--- src/rtl/debug_reader_pkg.sv ---
`default_nettype none
//==== debug_reader_pkg : shared types and constants for the debug board reader (rev 1.0) ====
package debug_reader_pkg;

  typedef enum logic [1:0] {
    IDLE = 2'd0,
    REQ  = 2'd1,
    REL  = 2'd2,
    NEXT = 2'd3
  } state_t;

  localparam logic [1:0] EMPTY   = 2'b00;
  localparam logic [1:0] P1      = 2'b01;
  localparam logic [1:0] P2      = 2'b10;
  localparam logic [1:0] INVALID = 2'b11;

  localparam int DEF_ROWS = 6;
  localparam int DEF_COLS = 7;
  localparam int CNT_W    = 6;

endpackage
`default_nettype wire

--- src/rtl/sync_2ff.sv ---
`default_nettype none
//==== sync_2ff : 1-bit two-flop synchronizer, async active-low reset to 0 (rev 1.0) ====
module sync_2ff (
  input  logic clk,
  input  logic rst_n,
  input  logic d,
  output logic q
);

  logic meta;

  always_ff @(posedge clk or negedge rst_n) begin
    if (!rst_n) begin
      meta <= 1'b0;
      q    <= 1'b0;
    end else begin
      meta <= d;
      q    <= meta;
    end
  end

endmodule
`default_nettype wire

--- src/rtl/debug_board_reader.sv ---
`default_nettype none
//==== debug_board_reader : host-side req/ack reader of the connect-four board (rev 1.0) ====
//==== Optional: define DEBUG_READER_ACK_SYNC_EN to pass dbg_ack through a 2-flop synchronizer ====
module debug_board_reader
  import debug_reader_pkg::*;
#(
  parameter int ROWS           = DEF_ROWS,
  parameter int COLS           = DEF_COLS,
  parameter int TIMEOUT_CYCLES = 255
) (
  input  logic                     clk,
  input  logic                     rst_n,
  input  logic                     start,
  output logic                     dbg_req,
  output logic [2:0]               dbg_row,
  output logic [2:0]               dbg_col,
  input  logic                     dbg_ack,
  input  logic [1:0]               dbg_data,
  output logic                     busy,
  output logic                     done,
  output logic                     timeout_err,
  output logic [2*ROWS*COLS-1:0]   board_out,
  output logic [CNT_W-1:0]         changed_cnt
);

  localparam int CELLS = ROWS * COLS;
  localparam int BIT_W = $clog2(2 * CELLS);

  state_t           state;
  state_t           state_nx;
  logic             ack_s;
  logic [7:0]       tmo_cnt;
  logic             last_col;
  logic             last_row;
  logic             tmo_hit;
  logic             accept;
  logic             capture;
  logic             abort;
  logic [BIT_W-1:0] base;
  logic [1:0]       old_code;

`ifdef DEBUG_READER_ACK_SYNC_EN
  sync_2ff u_ack_sync (
    .clk   (clk),
    .rst_n (rst_n),
    .d     (dbg_ack),
    .q     (ack_s)
  );
`else
  assign ack_s = dbg_ack;
`endif

  assign last_col = (dbg_col == 3'(COLS - 1));
  assign last_row = (dbg_row == 3'(ROWS - 1));
  assign tmo_hit  = (tmo_cnt == 8'(TIMEOUT_CYCLES - 1));
  assign base     = BIT_W'(dbg_row) * BIT_W'(2 * COLS) + BIT_W'({dbg_col, 1'b0});
  assign old_code = board_out[base +: 2];
  assign busy     = (state != IDLE);

  always_ff @(posedge clk or negedge rst_n) begin
    if (!rst_n) state <= IDLE;
    else        state <= state_nx;
  end

  always_comb begin
    state_nx = state;
    dbg_req  = 1'b0;
    done     = 1'b0;
    accept   = 1'b0;
    capture  = 1'b0;
    abort    = 1'b0;
    case (state)
      IDLE: begin
        if (start) begin
          accept   = 1'b1;
          state_nx = REQ;
        end
      end
      REQ: begin
        dbg_req = 1'b1;
        if (ack_s) begin
          capture  = 1'b1;
          state_nx = REL;
        end else if (tmo_hit) begin
          abort    = 1'b1;
          state_nx = IDLE;
        end
      end
      REL: begin
        if (!ack_s) begin
          state_nx = NEXT;
        end else if (tmo_hit) begin
          abort    = 1'b1;
          state_nx = IDLE;
        end
      end
      NEXT: begin
        if (last_col && last_row) begin
          done     = 1'b1;
          state_nx = IDLE;
        end else begin
          state_nx = REQ;
        end
      end
      default: state_nx = IDLE;
    endcase
  end

  // Phase timer restarts whenever the FSM changes state, so each phase gets the full budget.
  always_ff @(posedge clk or negedge rst_n) begin
    if (!rst_n) begin
      tmo_cnt     <= 8'd0;
      dbg_row     <= 3'd0;
      dbg_col     <= 3'd0;
      timeout_err <= 1'b0;
      changed_cnt <= '0;
      board_out   <= {CELLS{EMPTY}};
    end else begin
      if (state_nx != state)
        tmo_cnt <= 8'd0;
      else if (state == REQ || state == REL)
        tmo_cnt <= tmo_cnt + 8'd1;

      if (accept) begin
        dbg_row     <= 3'd0;
        dbg_col     <= 3'd0;
        changed_cnt <= '0;
        timeout_err <= 1'b0;
      end

      if (capture) begin
        board_out[base +: 2] <= dbg_data;
        if (dbg_data != old_code && changed_cnt != {CNT_W{1'b1}})
          changed_cnt <= changed_cnt + 1'b1;
      end

      if (abort)
        timeout_err <= 1'b1;

      if (state == NEXT && !(last_col && last_row)) begin
        if (last_col) begin
          dbg_col <= 3'd0;
          dbg_row <= dbg_row + 3'd1;
        end else begin
          dbg_col <= dbg_col + 3'd1;
        end
      end
    end
  end

endmodule
`default_nettype wire
--- config.mk ---
export PLATFORM = sky130hd
export DESIGN_NAME = debug_board_reader
export DESIGN_NICKNAME = d
export VERILOG_FILES = /design/src/rtl/debug_reader_pkg.sv /design/src/rtl/sync_2ff.sv /design/src/rtl/debug_board_reader.sv
export SDC_FILE = /design/constraint.sdc
export NUM_CORES = 1
export LEC_CHECK = 0
export ABC_CLOCK_PERIOD_IN_PS = 4400
export CAP_MARGIN = 15
export CORE_MARGIN = 2
export CORE_UTILIZATION = 45
export CTS_BUF_LIST = sky130_fd_sc_hd__clkbuf_4 sky130_fd_sc_hd__clkbuf_8
export DETAILED_ROUTE_END_ITERATION = 10
export GPL_ROUTABILITY_DRIVEN = 1
export PLACE_DENSITY = 0.82
export RECOVER_POWER = 100
export SYNTH_ARGS = -nofsm -noshare
export SYNTH_HDL_FRONTEND = slang
export SYNTH_SLANG_ARGS = --single-unit
--- constraint.sdc ---
create_clock -name clk -period 4.4 [get_ports clk]
set_input_delay 0.88 -clock clk [delete_from_list [all_inputs] [get_ports clk]]
set_output_delay 0.88 -clock clk [all_outputs]
set_load 0.02 [all_outputs]
==> results of run 1 <==
==> worst max-delay path by stage <==
stage                                           end  cells past startpoint  slack, ns
after floorplan           board_out[62]$_DFFE_PN0P_                     16       0.14
after global placement     changed_cnt[4]$_DFF_PN0_                     14       0.15
after detailed placement  board_out[59]$_DFFE_PN0P_                     12      -0.07
after CTS                 board_out[69]$_DFFE_PN0P_                     12       0.04
after global routing      board_out[24]$_DFFE_PN0P_                     14       0.01
final                      changed_cnt[3]$_DFF_PN0_                     13       0.14
==> cell usage after synthesis (all sizes together), types with 7 or more instances <==
cell	count	share of area, %
dfrtp	107	44
nor3	34	2.9
or3	10	1.1
buf	9	0.82
o21a	7	0.99
o211ai	8	0.99
mux4	16	5.9
mux2	87	16
xor2	11	1.6
nand2	44	2.7
nand3	19	1.6
mux2i	11	1.8
o21ai	15	1.2
inv	20	1.2
nor2	20	1.2
ha	18	3.7
a21oi	12	0.99
clkbuf	18	1.1
xnor2	9	1.3
==> final cells by class <==
class	instances	area, um2	area share (%)
Timing Repair Buffer	124	1206	15.65
Sequential cell	107	2679	34.77
Clock inverter	5	60.06	0.7795
Tap cell	176	220.2	2.858
Multi-Input combinational cell	382	3333	43.26
Inverter	20	75.07	0.9743
Clock buffer	10	131.4	1.705
==> state kept, by name (all words and copies together), names as in the netlist <==
register and flops:
board_out 84, changed_cnt 6, dbg_col 3, dbg_row 3
state 2, timeout_err 1, tmo_cnt 8
==> routing by layer <==
metal  vias to the layer above  GRT usage (%)  share of wire, %
met3                        31          6.226               6.9
met5                         -              0                 0
met4                         0          8.088               1.8
li1                       2172              -                 -
met1                      2433          30.02                41
met2                       207          38.46                50
==> cells by family (layout without fill, tap and decap cells) <==
| kind of cell | after synthesis | in the layout | synth area share [%] |
|---|---|---|---|
| AND/OR/NAND/NOR | 159 | 159 | 13.01 |
| multiplexers | 114 | 114 | 23.90 |
| flip-flops | 107 | 107 | 44.12 |
| AO/OA/AOI/OAI | 67 | 67 | 7.877 |
| buffers and inverters | 47 | 159 | 3.175 |
| adder cells (fa/ha/maj) | 22 | 22 | 5.031 |
| XOR/XNOR | 20 | 20 | 2.887 |
==> timing repair <==
action | in CTS | in global routing
setup endpoints to repair | 30 | 78
buffers inserted | 2 | 2
pin swaps | 1 | 6
resized for setup | 2 | 35
cloned | 0 | 0
hold buffers | 0 | 0
==> worst register-to-register path, cell delays in order (launching register included) <==
cell and delay [ns]:
dfrtp_2 0.47, fa_1 0.48, ha_1 0.29, ha_2 0.43
xor2_2 0.20, buf_12 0.20, mux4_2 0.37, o21a_1 0.15
a2111oi_1 0.45, nor4_1 0.15, xnor2_1 0.17, o211a_1 0.20
or4_1 0.51, o211ai_1 0.10
==> report_power, final <==
group | total [W] | switching (W) | internal, W
clock network | 0.000617 | 0.000347 | 0.000270
logic | 0.00223 | 0.00130 | 0.000938
registers | 0.00151 | 0.000265 | 0.00124
==> metrics by stage <==
step	total power, W	setup WS, ns	hold slack [ns]
after global placement	0.003710	0.1513	0.4659
after detailed placement	0.003782	-0.07045	0.4900
after global routing	0.004593	0.01408	0.4897
after CTS	0.004421	0.04116	0.5144
final	0.004360	0.1423	0.4542
after floorplan	0.002826	0.1369	0.4977
==> results by group, run 1 <==
Global route
  • Largest net degree at the start of global routing: 87
  • Remaining global-route overflow: 0
  • Initial antenna violation count: 0
  • Vias in the first global route: 4948
  • First-pass GRT wire length: 26.08 mm
  • GRT Overall Usage: 23.43%

Critical path
  • Buf/Inv on CP: 1
  • CP Class: reg -> reg
  • R2R Path End: changed_cnt[3]$_DFF_PN0_
  • Critical path peak fanout: 20
  • Worst R2R Path Depth: 13
  • Slowest stage delay, CP: 0.51 ns
  • Req. time, crit path: 4.70 ns
  • Worst r2r src: dbg_row[1]$_DFF_PN0_
  • Startpoint types: flop
  • Slowest stage cell, crit path: or4_1
  • Delay-heaviest family, CP: adder cells
  • WP data arrival: 4.56 ns
  • Worst setup EP type: flop
  • Cell chain of the critical path: fa_1 -> ha_1 -> ha_2 -> xor2_2 -> buf_12 -> mux4_2 -> o21a_1 -> a2111oi_1 -> nor4_1 -> xnor2_1 -> o211a_1 -> or4_1 -> o211ai_1
  • Setup crit start: dbg_row[1]$_DFF_PN0_
  • Worst R2R Setup Slack: 0.14 ns

Clock network
  • Htree depth: 3
  • CTS tree: yes
  • Clock transition at path regs: 0.10 ns
  • Clock sink count: 107
  • CTS Buf Count: 9
  • Clk_lat worst skew: 0.39 ns
  • CTS Root Buffer Type: clkbuf_8
  • Clock tree buffer depth: 2

Floorplan
  • Core Area: 13190 um2
  • # IOs: 106
  • Die area: 14430 um2
  • Die height: 120.1 um
  • Die width: 120.1 um
  • Initial Utilization: 46.01%
  • Cell row count: 42

Cells and area
  • Area grow syn2layout: 26.97%
  • Antenna Cells: 0
  • Filler Cells Inserted: 1085
  • Commonest non-fill, non-tap cell in the layout: dfrtp_1
  • Design area: 7705 um2
  • Layout Cells excl Fill: 824
  • Final Core Density: 58.41%
  • Share of post-route cells with drive strength above 1: 26.08%
  • Most frequent cells in the layout: dfrtp_1 (106), dlygate4sd3_1 (102), mux2_2 (85)
  • Final #Nets: 672

Routing
  • Routed WL: 16.58 mm
  • Via count: 4843
  • Antenna-violating nets left: 0
  • Drt pass-1 iters: 5
  • Drt drc: 0
  • DR vias/cell: 5.877
  • Wirelength per Cell: 20.12 um
  • Initial DRC Count: 554

Power and ir drop
  • Max VDD drop: 310.9 uV
  • PD cells: 565.8 nW/um2
  • Leak: 3.656 nW

STA
  • Peak Freq: 0.2349 GHz
  • Fin Setup TNS: 0 ns
  • Worst relative slew slack: -25.86%
  • Fin. max-slew vios: 77
  • Final count of hold timing violations: 0
  • Final Cycle Share: 96.77%
  • Worst slew pin tran: 1.888 ns
  • Fin crit period: 4.258 ns
  • Final setup fails: 0
  • RSZ-0062 raised after global routing: no
  • Final setup skew: 0.01522 ns

Placement
  • Post-detail-place hpwl: 11.93 mm
  • IO buf count: 105
  • GPL Wtd Cong: 0.8980
  • Placed cells: 804
  • Placed Area: 7357 um2

Synthesis
  • Syn nets: 564
  • Number of flops mapped to enable cells by yosys: 0
  • Number of distinct library cells after synthesis: 57
  • Sequential share of the synthesized area: 44.12%
  • Yosys reg bits: 107
  • Fraction of registers with async set/reset: 100.0%
  • Top FF cell, synth: dfrtp_1
  • Synthesized area: 6068 um2
  • Avg Synthesized Cell Area: 11.32 um2
  • Syn. warnings: 0
  • Synth Instances: 536

Outcome
  • Status: finished with violations
  • Failing checks: capacitance limit, slew limit

Min path
  • Worst hold path class: in -> async

Job
  • Max-cap viol count: 1
No activity file was read; power rests on OpenSTA's default activity.
==> inputs of run 2 (changes only) <==
Settings changed: GPL_ROUTABILITY_DRIVEN 1 to not set.
==> results of run 2 <==
No change in the layout: final DEF, timing and power equal those of run 1.
